### config.mk
export PLATFORM = sky130hd
export DESIGN_NAME = rtc_prog_sequencer
export DESIGN_NICKNAME = d
export VERILOG_FILES = /design/src/rtl/rtc_prog_sequencer.sv
export SDC_FILE = /design/constraint.sdc
export NUM_CORES = 1
export LEC_CHECK = 0
export CELL_PAD_IN_SITES_DETAIL_PLACEMENT = 0
export CELL_PAD_IN_SITES_GLOBAL_PLACEMENT = 1
export CORE_MARGIN = 5
export CORE_UTILIZATION = 40
export DETAILED_ROUTE_END_ITERATION = 7
export PLACE_DENSITY = 0.85
export SLEW_MARGIN = 20
export SYNTH_ARGS = -nofsm -noshare
export SYNTH_HDL_FRONTEND = slang
export SYNTH_SLANG_ARGS = --single-unit
### constraint.sdc
create_clock -name clk -period 5.23 [get_ports clk]
set_input_delay 0.523 -clock clk [delete_from_list [all_inputs] [get_ports clk]]
set_output_delay 0.523 -clock clk [all_outputs]
set_load 0.05 [all_outputs]
### src/rtl/rtc_prog_sequencer.sv
// RTC programming sequencer: walks a masked set of registers and issues an address
// phase then a data phase per register through the bus engine's start/done handshake.
module rtc_prog_sequencer #(
    parameter int               N_REGS    = 9,
    parameter int               ADDR_W    = 8,
    parameter logic [ADDR_W-1:0] BASE_ADDR = 8'h21,
    parameter int               IDX_W     = 4,
    parameter int               TIMEOUT   = 255
) (
    input  logic              clk,
    input  logic              reset,
    input  logic              start,
    input  logic [N_REGS-1:0] reg_mask,
    input  logic              bus_done,
    output logic              bus_start,
    output logic              ad_w,
    output logic              op_w,
    output logic [ADDR_W-1:0] addr_w,
    output logic [IDX_W-1:0]  sel_prog,
    output logic [1:0]        data_sel,
    output logic              busy,
    output logic              done,
    output logic              err
);

    localparam int CNT_W = (TIMEOUT < 1) ? 1 : $clog2(TIMEOUT + 1);

    localparam logic [2:0] S_IDLE      = 3'd0;
    localparam logic [2:0] S_SCAN      = 3'd1;
    localparam logic [2:0] S_ADDR_PH   = 3'd2;
    localparam logic [2:0] S_ADDR_WAIT = 3'd3;
    localparam logic [2:0] S_DATA_PH   = 3'd4;
    localparam logic [2:0] S_DATA_WAIT = 3'd5;
    localparam logic [2:0] S_NEXT      = 3'd6;
    localparam logic [2:0] S_DONE      = 3'd7;

    localparam logic [IDX_W-1:0] LAST_IDX = IDX_W'(N_REGS - 1);
    localparam logic [CNT_W-1:0] CNT_MAX  = CNT_W'(TIMEOUT);

    logic [2:0]        state;
    logic [IDX_W-1:0]  idx;
    logic [N_REGS-1:0] mask_q;
    logic [CNT_W-1:0]  cnt;

    wire last = (idx == LAST_IDX);

    // NOTE: every register in this block uses <= so all state updates see the
    // pre-edge values; mixing in = here would make ordering inside the block matter.
    always_ff @(posedge clk) begin
        if (reset) begin
            state  <= S_IDLE;
            idx    <= '0;
            mask_q <= '0;
            cnt    <= '0;
            err    <= 1'b0;
        end else begin
            case (state)
                S_IDLE: begin
                    if (start) begin
                        mask_q <= reg_mask;
                        idx    <= '0;
                        err    <= 1'b0;
                        state  <= S_SCAN;
                    end
                end
                S_SCAN: begin
                    if (mask_q[idx]) begin
                        state <= S_ADDR_PH;
                    end else if (last) begin
                        state <= S_DONE;
                    end else begin
                        idx <= idx + 1'b1;
                    end
                end
                S_ADDR_PH: begin
                    cnt   <= '0;
                    state <= S_ADDR_WAIT;
                end
                // bus_done is tested before the limit so a completion on the last
                // allowed cycle is still accepted.
                S_ADDR_WAIT: begin
                    if (bus_done) begin
                        state <= S_DATA_PH;
                    end else if (cnt == CNT_MAX) begin
                        err   <= 1'b1;
                        state <= S_DONE;
                    end else begin
                        cnt <= cnt + 1'b1;
                    end
                end
                S_DATA_PH: begin
                    cnt   <= '0;
                    state <= S_DATA_WAIT;
                end
                S_DATA_WAIT: begin
                    if (bus_done) begin
                        state <= S_NEXT;
                    end else if (cnt == CNT_MAX) begin
                        err   <= 1'b1;
                        state <= S_DONE;
                    end else begin
                        cnt <= cnt + 1'b1;
                    end
                end
                S_NEXT: begin
                    if (last) begin
                        state <= S_DONE;
                    end else begin
                        idx   <= idx + 1'b1;
                        state <= S_SCAN;
                    end
                end
                S_DONE:  state <= S_IDLE;
                default: state <= S_IDLE;
            endcase
        end
    end

    // NOTE: each output gets a default before the case so no path leaves it
    // unassigned, which would otherwise infer a latch.
    always_comb begin
        bus_start = 1'b0;
        ad_w      = 1'b0;
        op_w      = 1'b1;
        data_sel  = 2'b10;
        busy      = 1'b1;
        done      = 1'b0;
        case (state)
            S_IDLE: begin
                op_w = 1'b0;
                busy = 1'b0;
            end
            S_ADDR_PH: begin
                bus_start = 1'b1;
                data_sel  = 2'b00;
            end
            S_ADDR_WAIT: data_sel = 2'b00;
            S_DATA_PH: begin
                bus_start = 1'b1;
                ad_w      = 1'b1;
                data_sel  = 2'b01;
            end
            S_DATA_WAIT: begin
                ad_w     = 1'b1;
                data_sel = 2'b01;
            end
            S_DONE: begin
                op_w = 1'b0;
                done = 1'b1;
            end
            default: ;
        endcase
    end

    // Address and mux select follow idx, which only moves in SCAN and NEXT.
    assign addr_w   = BASE_ADDR + ADDR_W'(idx);
    assign sel_prog = idx;

endmodule

==> results of run 1 <==
[worst max-delay path: stages (launching register included)]
cell	delay [ps]
dfxtp_1	450
xnor2_1	880
nor2_1	80
clkdlybuf4s50_1	740
[kinds of logic (layout without fill, tap and decap cells)]
| group | after synthesis | after routing | synth area share [%] |
|---|---|---|---|
| xor gates and xnor gates | 9 | 9 | 5.03 |
| muxes | 7 | 7 | 4.63 |
| and+or+nand+nor | 81 | 81 | 24.2 |
| adders and majority gates | 6 | 6 | 4.79 |
| other | 2 | 3 | 0.479 |
| AOI/OAI and AO/OA | 40 | 40 | 21.2 |
| buffers and inverters | 22 | 40 | 7.82 |
| DFF | 25 | 25 | 31.9 |
[synth_stat cells (all sizes together) (3+ instances only)]
cell type  count
a31oi          3
nand2         28
xnor2          8
nand3         10
ha             6
o21ai          5
and2           3
nor3           4
nor2b          3
buf           10
a211oi         4
inv            7
nor2          21
a21oi         12
a2111oi        3
clkbuf         5
mux2i          5
dfxtp         25
[final cells by class]
type / count / area (sq um)
Timing Repair Buffer: 29 / 290
Fill cell: 366 / 1840
Tap cell: 48 / 60.1
Inverter: 7 / 26.3
Multi-Input combinational cell: 146 / 948
Clock inverter: 1 / 5.00
Clock buffer: 3 / 41.3
Sequential cell: 25 / 500
[per-stage QoR]
| stage | hold slack (ps) | utilization, % | instance area [sq um] | total power (uW) | worst slack, ps |
|---|---|---|---|---|---|
| after detailed placement | 449 | 49.1 | 1830 | 309 | 2570 |
| after global placement | 441 | 49.1 | 1830 | 307 | 2660 |
| after CTS | 460 | 50.4 | 1870 | 422 | 2260 |
| after floorplan | 433 | - | 1570 | 283 | 2860 |
| after global routing | 473 | 50.4 | 1870 | 442 | 2100 |
| final | 462 | 50.4 | 1870 | 418 | 2290 |
[where the power goes]
part           total [uW]  internal, uW  switching [uW]
Combinational        95.5          37.6            57.9
Sequential            208           197            11.0
Clock                 114          53.2            61.0
Total                 418           288             130
[final timing paths]
check / from / cells past startpoint / to / slack [ps]
worst min register to register: mask_q[7] / 2 / mask_q[7] / 460
worst max register to register: cnt[0] / 6 / cnt[0] / 3090
worst min-delay path: mask_q[7] / 2 / mask_q[7] / 460
worst max-delay path: state[1] / 3 / bus_start / 2290
[state kept, by name, indices dropped and copies added (netlist names)]
signal and cells:
cnt 8, err 1, sel_prog 4, mask_q 9, state 3
[metal layers]
layer | vias to the layer above | global-route usage [%] | share of wire [%]
met5 | - | 0 | 0
met4 | 0 | 5.53 | 1.1
li1 | 696 | - | -
met3 | 2 | 2.48 | 3.4
met2 | 22 | 22.7 | 48
met1 | 633 | 19.1 | 47
==> summary.txt, run 1 <==
Route
  • Routed WL: 3420 microns
  • Final ANT Viol Nets: 0
  • DR vias: 1,353
  • Routed length per instance: 13.2 microns
  • DRT Pass-1 Iters: 4
  • Vias per cell: 5.22
  • DRC: 0
  • Iter 0 DRT Violations: 129

Synth
  • Main synth FF type: dfxtp_1
  • Mapped Cells: 192
  • Synth unique cells: 47
  • Avg Synthesized Cell Area: 8.17 sq um
  • Register area share after synthesis: 31.9%
  • Synth Warn #: 0
  • Synth area leaders: dfxtp_1 32%, nand2_1 6.7%, nor2_1 5.0%
  • EDFF count, synth: 0
  • Async set-or-reset flop fraction in the synthesized netlist: 0%
  • Mapped Area: 1570 sq um
  • Largest area contributor in the synthesized netlist: dfxtp_1
  • Yosys top cell area share: 31.9%
  • Synthesized flop and latch total: 25

Pwr
  • Leak pwr: 0.000659 uW
  • P per Cell Area: 223 nW/um^2
  • Peak supply drop: 0.0000847 V

Placement
  • Cells after DPL: 255
  • Gp weighted congestion: 0.893
  • Post-DP HPWL: 2610 microns
  • Input/output buffers: 29

Clock network
  • Sink Count: 25
  • Worst-path clk slew: 90 ps
  • Post-CTS resize count: 0
  • Clk root buf: clkbuf_8
  • CTS buffer count: 3
  • CTS Buffer Depth: 2
  • Cts hold-fix bufs: 0
  • Postcts setup bufs: 0
  • Insertion delay to the later sink of the worst-skew pair: 260 ps
  • H-tree levels: 1
  • CTS tree: done

Critical path
  • Worst setup EP type: primary output
  • Critical path required time: 4710 ps
  • WP data arrival: 2410 ps
  • Max FO, Critical Path: 13
  • CP Launch Type: flip-flop
  • Critical Setup Path Class: flip-flop to primary output

STA
  • Final setup viols: 0
  • Final min period: 2940 ps
  • Highest Clock Rate: 0.341 GHz
  • RSZ-0062 raised after global routing: no
  • Layout Skew: 2.59 ps
  • Crit share post-route: 56.1%
  • TNS Setup: 0 ps
  • Worst slew pin tran: 1040 ps
  • Final Hold Fails: 0
  • Rel. slew slack: 30.2%
  • Fin. max-slew vios: 0

Global route
  • Overflow after GRT: 0
  • Initial antenna violation count: 0
  • Largest net degree at the start of global routing: 24
  • Total track usage: 14.3%
  • Vias in the first global route: 1,349
  • First-pass GRT wire length: 6100 microns

Die
  • IO Count: 33
  • Cell Rows: 22
  • Initial core utilization: 42.2%
  • Core Region: 3720 sq um
  • Die X: 72.6 microns
  • Die span in y: 72.6 microns
  • Die area: 5270 sq um

Status
  • Status: finished clean

Layout
  • Commonest non-fill, non-tap cell in the layout: clkdlybuf4s50_1
  • Area growth syn-to-layout: 19.4%
  • Ant. Diodes: 0
  • Final Net Count: 231
  • Most frequent cells in the layout: 29 x clkdlybuf4s50_1, 28 x nand2_1, 25 x dfxtp_1, 21 x nor2_1, 11 x a21oi_1
  • Fin cells: 259
  • Share of post-route cells with drive strength above 1: 7.11%

Worst hold path
  • Class of the worst hold path: flip-flop to flip-flop

Run
  • Maxcap violations: 0
No activity file was read; power rests on OpenSTA's default activity.
==> run 2, diff against run 1 <==
- CORE_UTILIZATION: 40 -> 33
- PLACE_DENSITY: 0.85 -> 0.75
- clock period: 5.23 -> 2.65 ns (I/O delays scaled with it)
==> run 2 against run 1 <==
- cell count increased by 3.5%
- combinational power increased by 110%
- design area increased by 1.6%
- worst setup slack got worse by 2100 ps
- sequential share of layout area decreased by 0.42 points
- clock power increased by 110%
- core utilization decreased by 9.6 points
- wire length increased by 5.6%
- critical path depth unchanged
- via count increased by 2.1%
- critical path type unchanged
==> summary.txt, run 2 (synthesis results as in run 1) <==
Die
  • Cell Rows: 25
  • Core Region: 4660 sq um
  • Die X: 78.9 microns
  • Initial core utilization: 33.6%
  • Die area: 6230 sq um
  • Die span in y: 78.9 microns
  • IO Count: 33

Global route
  • Overflow after GRT: 0
  • Largest net degree at the start of global routing: 17
  • Initial antenna violation count: 0
  • Vias in the first global route: 1,351
  • Total track usage: 12.3%
  • First-pass GRT wire length: 6190 microns

Critical path
  • Worst setup EP type: primary output
  • Startpoint of the worst register-to-register path: cnt[0]
  • Slowest cell on the critical path: clkdlybuf4s50_1
  • Critical Setup Path Class: flip-flop to primary output
  • Crit-path max cell delay: 810 ps
  • CP Launch Type: flip-flop
  • Worst R2R Setup Slack: 550 ps
  • Critical Path Source: sel_prog[0]
  • Max FO, Critical Path: 10
  • Cells along the critical path: inv_1 > ha_1 > clkdlybuf4s50_1
  • Critical path required time: 2380 ps
  • WP data arrival: 2200 ps

Route
  • Final ANT Viol Nets: 0
  • Iter 0 DRT Violations: 68
  • Vias per cell: 5.15
  • DRT Pass-1 Iters: 4
  • Routed WL: 3610 microns
  • Routed length per instance: 13.5 microns
  • DRC: 0
  • DR vias: 1,381

Clock network
  • CTS tree: done
  • Clk root buf: clkbuf_8
  • CTS Buffer Depth: 2
  • CTS buffer count: 3
  • Sink Count: 25
  • Cts hold-fix bufs: 0
  • H-tree levels: 1
  • Worst-path clk slew: 90 ps
  • Insertion delay to the later sink of the worst-skew pair: 280 ps
  • Postcts setup bufs: 0
  • Post-CTS resize count: 0

STA
  • RSZ-0062 raised after global routing: no
  • Final WS setup: 182 ps
  • Layout Skew: 4.92 ps
  • Final Hold Fails: 0
  • Worst slew pin tran: 816 ps
  • Final min period: 2470 ps
  • Rel. slew slack: 45.5%
  • Final setup viols: 0
  • Highest Clock Rate: 0.405 GHz
  • Crit share post-route: 93.2%
  • Fin. max-slew vios: 0
  • Min Hold Slack: 462 ps
  • TNS Setup: 0 ps

Layout
  • Area growth syn-to-layout: 21.3%
  • Ant. Diodes: 0
  • Max FFs per register: 9
  • Commonest non-fill, non-tap cell in the layout: clkdlybuf4s50_1
  • Filler cells: 481
  • Most frequent cells in the layout: 29 x clkdlybuf4s50_1, 28 x nand2_1, 25 x dfxtp_1, 21 x nor2_1, 11 x a21oi_1
  • Final Net Count: 234
  • Share of post-route cells with drive strength above 1: 8.41%
  • Largest Register: mask_q
  • Fin cells: 268

Placement
  • Cells after DPL: 264
  • Post-DP HPWL: 2670 microns
  • Post-Place Worst Slack: 503 ps
  • Input/output buffers: 29
  • Gp weighted congestion: 0.750

Pwr
  • Leak pwr: 0.000673 uW
  • Total Power: 841 uW
  • P per Cell Area: 442 nW/um^2
  • Peak supply drop: 0.000153 V

Worst hold path
  • Class of the worst hold path: flip-flop to flip-flop
  • Hold path start: mask_q[1]

Run
  • Maxcap violations: 0

Status
  • Status: finished clean
## run 2: cell count changes in the layout (fill, tap and decap cells not counted)
cell	change
buf_4	+3
## run 2: routing by layer
metal | global-route usage (%) | up-vias | wire, microns
met2 | 19.4 | 31 | 1610
met3 | 1.81 | 5 | 126
li1 | - | 707 | -
met4 | 4.64 | 0 | 65
met1 | 17.0 | 638 | 1810
met5 | 0 | - | 0
## run 2: area by class of cell
cell class,instances,area [sq um],area share [%]
sequential,25,500,26.3
timing repair buffer,32,313,16.4
tap,54,67.6,3.55
clock inverter,1,5.00,0.263
multi-input combinational,146,948,49.9
inverter,7,26.3,1.38
clock buffer,3,41.3,2.17
## run 2: path summary, 6_finish.rpt
| path | end | depth (start not counted) |
|---|---|---|
| hold reg to reg | mask_q[1] | 2 |
| setup / recovery | addr_w[1] | 3 |
| setup reg to reg | cnt[0] | 6 |
| hold / removal | mask_q[1] | 2 |
## run 2: critical path, delay by kind of cell, from the launching register on
kind | cells | cell delay [ps]
buf+inv | 2 | 960
flops | 1 | 620
fa+ha+maj | 1 | 340
## run 2: power breakdown
| group | internal (uW) | switching (uW) | total [uW] |
|---|---|---|---|
| sequential | 388 | 16.4 | 405 |
| combinational | 77.5 | 122 | 199 |
| clock | 106 | 131 | 237 |
## run 2: metrics by stage
stage               instance area [sq um]  util [%]
detailed placement                   1860      39.8
floorplan                            1570         -
global route                         1900      40.8
finish                               1900      40.8
CTS                                  1900      40.8
global placement                     1860      39.8
